## config.mk

```make
export PLATFORM = sky130hd
export DESIGN_NAME = img_count_ctrl
export DESIGN_NICKNAME = d
export VERILOG_FILES = /design/src/rtl/img_ctrl_pkg.sv /design/src/rtl/img_class_counter.sv /design/src/rtl/img_count_ctrl.sv
export SDC_FILE = /design/constraint.sdc
export NUM_CORES = 1
export LEC_CHECK = 0
export BUFFER_PORTS_ARGS = -buffer_cell sky130_fd_sc_hd__buf_2
export CORE_UTILIZATION = 53
export DETAILED_ROUTE_END_ITERATION = 7
export GPL_ROUTABILITY_DRIVEN = 1
export PLACE_DENSITY = 0.74
export SYNTH_ARGS = -nofsm -noshare
export SYNTH_HDL_FRONTEND = slang
export SYNTH_SLANG_ARGS = --single-unit
```

## constraint.sdc

```tcl
create_clock -name clk -period 5.45 [get_ports clk]
set_input_delay 0.8175 -clock clk [delete_from_list [all_inputs] [get_ports clk]]
set_output_delay 0.8175 -clock clk [all_outputs]
set_load 0.02 [all_outputs]
```

## src/rtl/img_ctrl_pkg.sv

```systemverilog
// img_ctrl_pkg: shared state encoding, default counter width and report-word layout
// for the image count controller.
package img_ctrl_pkg;
    localparam int CNT_W_DEF = 16;
    localparam int FIELD_W = 16;
    localparam int NAV_LSB = 16;
    localparam int SCI_LSB = 0;
    typedef enum logic [1:0] {IDLE, SNAP, PRESENT, CLEAR} state_t;
endpackage

```

## src/rtl/img_class_counter.sv

```systemverilog
// img_class_counter: saturating up/down image counter for one class.
// Adds are gated by add_en; an add refused by add_en is flagged as rejected.
module img_class_counter #(
    parameter int W = 16
) (
    input  logic         clk,
    input  logic         rst_n,
    input  logic         add,
    input  logic         add_en,
    input  logic         remove,
    input  logic         clear,
    output logic [W-1:0] cnt,
    output logic [W-1:0] cnt_next,
    output logic         rejected
);
    logic add_ok;
    assign add_ok = add & add_en;
    assign rejected = add & ~add_en;
    always_comb
        cnt_next = clear ? '0 :
                   (add_ok & ~remove & ~&cnt) ? cnt + W'(1) :
                   (remove & ~add_ok & |cnt) ? cnt - W'(1) : cnt;
    always_ff @(posedge clk)
        if (!rst_n) cnt <= '0;
        else cnt <= cnt_next;
endmodule

```

## src/rtl/img_count_ctrl.sv

```systemverilog
// img_count_ctrl: tracks nav/science image counts, reports them as a 32-bit word
// with a valid/ack handshake, and clears them on request.
module img_count_ctrl
    import img_ctrl_pkg::*;
#(
    parameter int CNT_W = CNT_W_DEF,
    parameter int MAX_STORED = 1024
) (
    input  logic        clk,
    input  logic        rst_n,
    input  logic        nav_img_added,
    input  logic        science_img_added,
    input  logic        nav_img_removed,
    input  logic        science_img_removed,
    input  logic        start_flush_numimg_reg,
    input  logic        numimg_ack,
    input  logic        clear_numimg_req,
    output logic [31:0] out_numimg_reg,
    output logic        out_valid_numimg_reg,
    output logic        store_full,
    output logic [7:0]  dropped_cnt
);
    state_t state, state_nx;
    logic pend, pend_nx, clr, nav_rej, sci_rej;
    logic [CNT_W-1:0] nav, sci, nav_nx, sci_nx;
    logic [CNT_W:0] sum_nx;
    logic [8:0] drop_sum;
    logic [31:0] snap_word;

    assign clr = state == CLEAR;

    img_class_counter #(.W(CNT_W)) u_nav (
        .clk(clk), .rst_n(rst_n), .add(nav_img_added), .add_en(~store_full),
        .remove(nav_img_removed), .clear(clr), .cnt(nav), .cnt_next(nav_nx), .rejected(nav_rej)
    );

    img_class_counter #(.W(CNT_W)) u_sci (
        .clk(clk), .rst_n(rst_n), .add(science_img_added), .add_en(~store_full),
        .remove(science_img_removed), .clear(clr), .cnt(sci), .cnt_next(sci_nx), .rejected(sci_rej)
    );

    assign sum_nx = {1'b0, nav_nx} + {1'b0, sci_nx};
    assign drop_sum = {1'b0, dropped_cnt} + 9'(nav_rej) + 9'(sci_rej);
    assign out_valid_numimg_reg = state == PRESENT;

    // Snapshot takes next-state counts so events in the SNAP cycle are included
    always_comb begin
        snap_word = '0;
        snap_word[NAV_LSB +: FIELD_W] = FIELD_W'(nav_nx);
        snap_word[SCI_LSB +: FIELD_W] = FIELD_W'(sci_nx);
    end

    always_comb begin
        state_nx = state;
        pend_nx = pend | clear_numimg_req;
        case (state)
            IDLE:
                if (start_flush_numimg_reg) state_nx = SNAP;
                else if (clear_numimg_req | pend) begin
                    state_nx = CLEAR;
                    pend_nx = 1'b0;
                end
            SNAP: state_nx = PRESENT;
            PRESENT:
                if (numimg_ack) begin
                    state_nx = pend_nx ? CLEAR : IDLE;
                    pend_nx = 1'b0;
                end
            default: begin
                state_nx = IDLE;
                pend_nx = clear_numimg_req;
            end
        endcase
    end

    always_ff @(posedge clk)
        if (!rst_n) begin
            state <= IDLE;
            pend <= 1'b0;
            out_numimg_reg <= '0;
            store_full <= 1'b0;
            dropped_cnt <= '0;
        end else begin
            state <= state_nx;
            pend <= pend_nx;
            store_full <= 32'(sum_nx) >= 32'(MAX_STORED);
            dropped_cnt <= clr ? '0 : drop_sum[8] ? 8'hFF : drop_sum[7:0];
            if (state == SNAP) out_numimg_reg <= snap_word;
        end
endmodule

```

== Word level (Yosys, flattened, before mapping) ==
Index checks and enable logic that the tools add are counted.
Word-level totals
  register bits: 76
  output and inout bits: 42
  input port bits: 9
  word-level logic and storage cells: 63
Operators by class
  $add $sub $neg: 7
  bitwise gates (word level): 19
  eq/ne operators: 5
  reductions and logical operators: 9
  magnitude comparators: 1
  multiplexer cells: 15
Operators by type and width (number)
  $mux W16: 6
  $add A16 B1 Y16 const B: 2
  $reduce_and A16 Y1: 2
  $reduce_or A16 Y1: 2
  $sub A16 B1 Y16 const B: 2
  $add A16 B16 Y17: 1
  $ge A17 B11 Y1 const B: 1
  $and A1 B1 Y1: 12
  $add A8 B1 Y9: 1
  $add A9 B1 Y9: 1
  $mux W2: 4
  $mux W8: 1
  $not A1 Y1: 6
  $pmux W2 S3: 1
  $eq A2 B2 Y1 const B: 2
  $ne A3 B3 Y1 const B: 1
  $pmux W1 S3: 1
  $eq A2 B1 Y1 const B: 1
  $logic_not A1 Y1: 2
  $logic_not A2 Y1: 1
  $mux W1: 2
  $ne A2 B2 Y1 const B: 1
  $reduce_and A2 Y1: 1
  $reduce_or A2 Y1: 1
  $or A1 B1 Y1: 1

== Depth between registers and ports, before layout ==
  depth after elaboration: 10
  depth in mapped cells: 16
  depth with buffers taken out: 16

== By module ==
From an unflattened synthesis, not the netlist that was laid out.
Unflattened totals
  cell total of the unflattened synthesis: 661
  area total of the unflattened synthesis: 5097.4 um^2
By module, submodules not included
  img_class_counter: seq. area each 320.3 um^2, cells an instance 190, times used 2, area each 1413.9 um^2
  img_count_ctrl: seq. area each 880.8 um^2, cells an instance 281, times used 1, area each 2269.7 um^2

== Worst setup path before layout ==
Ideal clock, no wire load.
  path type: register -> register
  from: register u_sci.cnt[0]
  to: register store_full
  arrival time: 3.894 ns
  data required time: 5.325 ns
  cell stages (with the launch flop): 16
  slack: 1.431 ns
  clock period less this slack: 4.019 ns
  cells stage by stage: dfxtp_1 ha_1 inv_1 or4_2 o21ai_1 nand2_1 xnor2_1 nor2_1 ha_1 fa_1 a211oi_1 o21ai_0 a2111oi_0 nor3_1 xnor2_1 o41a_1
On the way
  word-level cells in the longest chain between the ends: 7
  elaborated cells between the ends (all ways): 12
RTL lines
  start, declared: RTL line img_class_counter.sv:12  | output logic [W-1:0] cnt,
  start signal, assigned: RTL line img_class_counter.sv:25  | else cnt <= cnt_next;
  branches (longest 3 deep; another with $sub A16 B1 Y16)
  $mux W16 *: RTL line img_class_counter.sv:21  | (add_ok & ~remove & ~&cnt) ? cnt + W'(1) :
  $mux W16 *: RTL line img_class_counter.sv:20  | cnt_next = clear ? '0 :
  net sci_nx[0]: RTL line img_count_ctrl.sv:25  | logic [CNT_W-1:0] nav, sci, nav_nx, sci_nx;
  $add A16 B16 Y17 *: RTL line img_count_ctrl.sv:42  | assign sum_nx = {1'b0, nav_nx} + {1'b0, sci_nx};
  $ge A17 B11 Y1 *: RTL line img_count_ctrl.sv:86  | store_full <= 32'(sum_nx) >= 32'(MAX_STORED);
  end signal, assigned: RTL line img_count_ctrl.sv:86
  end, declared: RTL line img_count_ctrl.sv:20  | output logic store_full,
Mark *: on every way through the listed nets, which the timed path passes.
A chain may end at the register's enable or synchronous reset.

== Worst setup path in the final report ==
  from: register u_sci.cnt[1]
  to: register store_full
On the way
  word-level cells in the longest chain between the ends: 7
  elaborated cells between the ends (all ways): 12
RTL lines (RTL line)
  $reduce_or A16 Y1 or $reduce_and A16 Y1 (tied branches): img_class_counter.sv:22, img_class_counter.sv:21
  $and A1 B1 Y1 or $logic_not A1 Y1 (tied branches): img_class_counter.sv:22, img_class_counter.sv:21
  $mux W16 or $and A1 B1 Y1 (tied branches): img_class_counter.sv:22, img_class_counter.sv:21
  $mux W16 *: img_class_counter.sv:21
  $mux W16 *: img_class_counter.sv:20
  net sci_nx[0]: img_count_ctrl.sv:25
  $add A16 B16 Y17 *: img_count_ctrl.sv:42
  $ge A17 B11 Y1 *: img_count_ctrl.sv:86
Mark *: on every way through the listed nets, which the timed path passes. The rest lies on a longest branch.

==> flow_summary.ini <==
[outcome]
outcome = complete, no violations

[clocking]
cts_repair_resize_count = 0
clk_latency_ns = 0.35
clk_pin_slew_ns = 0.08
cts_sinks = 76
cts.hold.buffers_added = 0
cts_tree = built
cts_root_buf = clkbuf_8
htreeDepth = 3
numCtsBuffers = 9
post-cts-setup-buffers = 0
cts_buffer_depth = 2

[min_path]
hold_end = out_numimg_reg[27]
holdPathStages = 2
hold_path.startpoint = out_numimg_reg[27]
min_path_type = reg2reg

[sta]
grt_setup_unrepaired = no
period_share = 0.8175
timing.fmax_ghz = 0.2245
finClkSkew_ns = 0.01796
finalCriticalPeriod_ns = 4.455
setup_viol = 0
slew_headroom = 0.2924
final_max_slew_viol_count = 0
tightestPinTransition_ns = 1.052
hold_viol = 0
fin_setup_tns_ns = 0

[synth]
synth-edff-count = 0
ys.warnings.count = 0
synth_ff_type = dfxtp_1
ys_types = 73
synth_area_um2 = 4347
syn_area_per_cell_um2 = 8.094
ys_async_sr_fraction = 0
ys_ff_latch = 76
netlist_instances = 537
synth.net_count = 569
synth-seq-area-share = 0.3500

[finish]
num_antenna_cells = 0
nFillCells = 732
num-nets-final = 612
drive_gt1_frac = 0.1436
syn_to_final_growth_pct = 11.86
largest_register_ff_count = 32

[drt]
avgViaCountPerCell = 6.016
drt-initial-drc-count = 351
first_pass_iters = 5
routed-via-count = 4133
drc = 0
ant_nets = 0
wire_per_inst_um = 15.47
routed_wl_mm = 10.63

[setup_path]
crit_fanout = 6
cp-start-kind = register
ff2ff_path_depth = 15
reg2reg_slack_ns = 0.99
cp.arrival_ns = 4.69
reg2reg_to = store_full
worstPathRequired_ns = 5.68
r2r-start = u_sci.cnt[1]
crit_type = reg2reg
cp-end-kind = register

[global_route]
grt_remaining_overflow = 0
antenna_found_initial = 0
grt_max_degree = 30
grt_pass1_wl_mm = 17.85
grt_usage = 0.2651
grt_pass1_vias = 3797

[floorplan]
die_height_um = 92.56
die_area_um2 = 8567
die_w_um = 92.56
row_count = 32
initial_core_util = 0.5539
core_area_um2 = 7848
ios = 51

[placed_design]
gp_congestion = 1.027
hpwl_mm = 7.933
io_buffers = 50

[job]
drv_cap = 0

[power_and_ir_drop]
total_power_mw = 3.311
p_leak_nw = 2.008
peakVddDrop_mv = 0.2755
power_density_nw_per_um2 = 681.0
[metal layers]
layer	global-route usage	vias up	routed length (um)
met2	0.4000	189	4550
met5	0	-	0
met4	0.1198	0	318
met1	0.3621	1895	5053
met3	0.05501	29	705
li1	-	2020	-
[cell type report]
cell class                      instances  area (um^2)  area share
Timing Repair Buffer                   53        272.8     0.05610
Multi-Input combinational cell        423         2653      0.5455
Sequential cell                        76         1521      0.3129
Clock inverter                          5        82.58     0.01698
Inverter                               17        63.81     0.01312
Tap cell                              102        127.6     0.02625
Clock buffer                           11        141.4     0.02908
[stage by stage]
stage | setup slack (ns) | cells | hold slack [ns] | area, um^2 | utilization
2_1_floorplan | 1.431 | 537 | 0.4984 | 4347 | -
3_3_place_gp | 1.109 | 671 | 0.4299 | 4638 | 0.5910
3_5_place_dp | 1.004 | 671 | 0.4377 | 4638 | 0.5910
4_1_cts | 1.003 | 687 | 0.4558 | 4862 | 0.6196
5_1_grt | 0.5646 | 687 | 0.4818 | 4862 | 0.6196
6_report | 0.9947 | 687 | 0.4500 | 4862 | 0.6196
[worst max-delay path: stages, from the launching register on]
cell and delay, ns:
dfxtp_1 0.41, ha_1 0.23, inv_1 0.08, or4_2 0.72, o21ai_1 0.38, nand2_1 0.12, xnor2_1 0.25, nor2_1 0.08
ha_1 0.24, fa_1 0.37, a211oi_1 0.22, o21ai_0 0.16, a2111oi_0 0.42, nor3_1 0.12, xnor2_1 0.14, o41a_1 0.41
[synth_stat cells, types with 3 or more instances]
cell type   n  area share
nand2b_1    3      0.0043
dfxtp_1    76        0.35
o22ai_1     3      0.0043
nor3b_1     3      0.0052
nor2b_1     5      0.0072
and3_1      7       0.010
a211oi_1    4      0.0069
and2_1     10       0.014
xnor2_1    20       0.040
nand3_1    12       0.014
o32ai_1     5       0.010
o21bai_1    4      0.0069
xor2_1     15       0.030
nor2_1     84       0.073
ha_1       21       0.060
a31oi_1     8       0.012
mux2i_1     3      0.0069
clkbuf_1   13       0.011
nand2_1    49       0.042
nor3_1     11       0.013
a2111oi_0   5       0.010
nor4b_1     4      0.0081
nor4_1      8       0.012
o21ai_1     4      0.0046
or3_1       3      0.0043
a21oi_1    27       0.031
o21ai_0    39       0.045
inv_1      17       0.015
nand4_1    13       0.019
and4_1      5       0.010
[worst max-delay path by stage]
stage	start	endpoint	slack, ns	cells past startpoint
global placement	nav_img_removed	store_full	1.11	14
detailed placement	nav_img_removed	store_full	1.00	14
CTS	u_sci.cnt[1]	store_full	1.00	15
finish	u_sci.cnt[1]	store_full	0.99	15
floorplan	u_sci.cnt[0]	store_full	1.43	15
global route	u_sci.cnt[1]	store_full	0.56	15
[placed cells by master (no fill, tap or decap), drive strengths merged, types with 6 or more instances in the layout]
cell     instances
inv             18
buf             53
ha              21
o21ai           43
dfxtp           76
clkbuf          11
xnor2           20
a2111oi          6
and3             8
nand4           13
a31oi            8
xor2            15
or3              6
nand3           12
nand2           49
nor3            12
nor2            84
nor4             9
and2            13
a21oi           27
[logic make-up after synthesis]
| logic type | synth area share |
|---|---|
| multiplexers | 0.009499 |
| AND/OR/NAND/NOR | 0.2686 |
| XOR/XNOR | 0.07053 |
| adder cells (fa/ha/maj) | 0.06966 |
| buffers and inverters | 0.04030 |
| flip-flops | 0.3500 |
| AO/OA/AOI/OAI | 0.1914 |
[power breakdown]
group          internal, mW  leakage (nW)  switching (mW)
Sequential            0.707         0.618           0.190
Combinational         0.751          1.28            1.18
Clock                 0.272         0.114           0.211
Note: power is estimated with default switching activity, not from simulation.
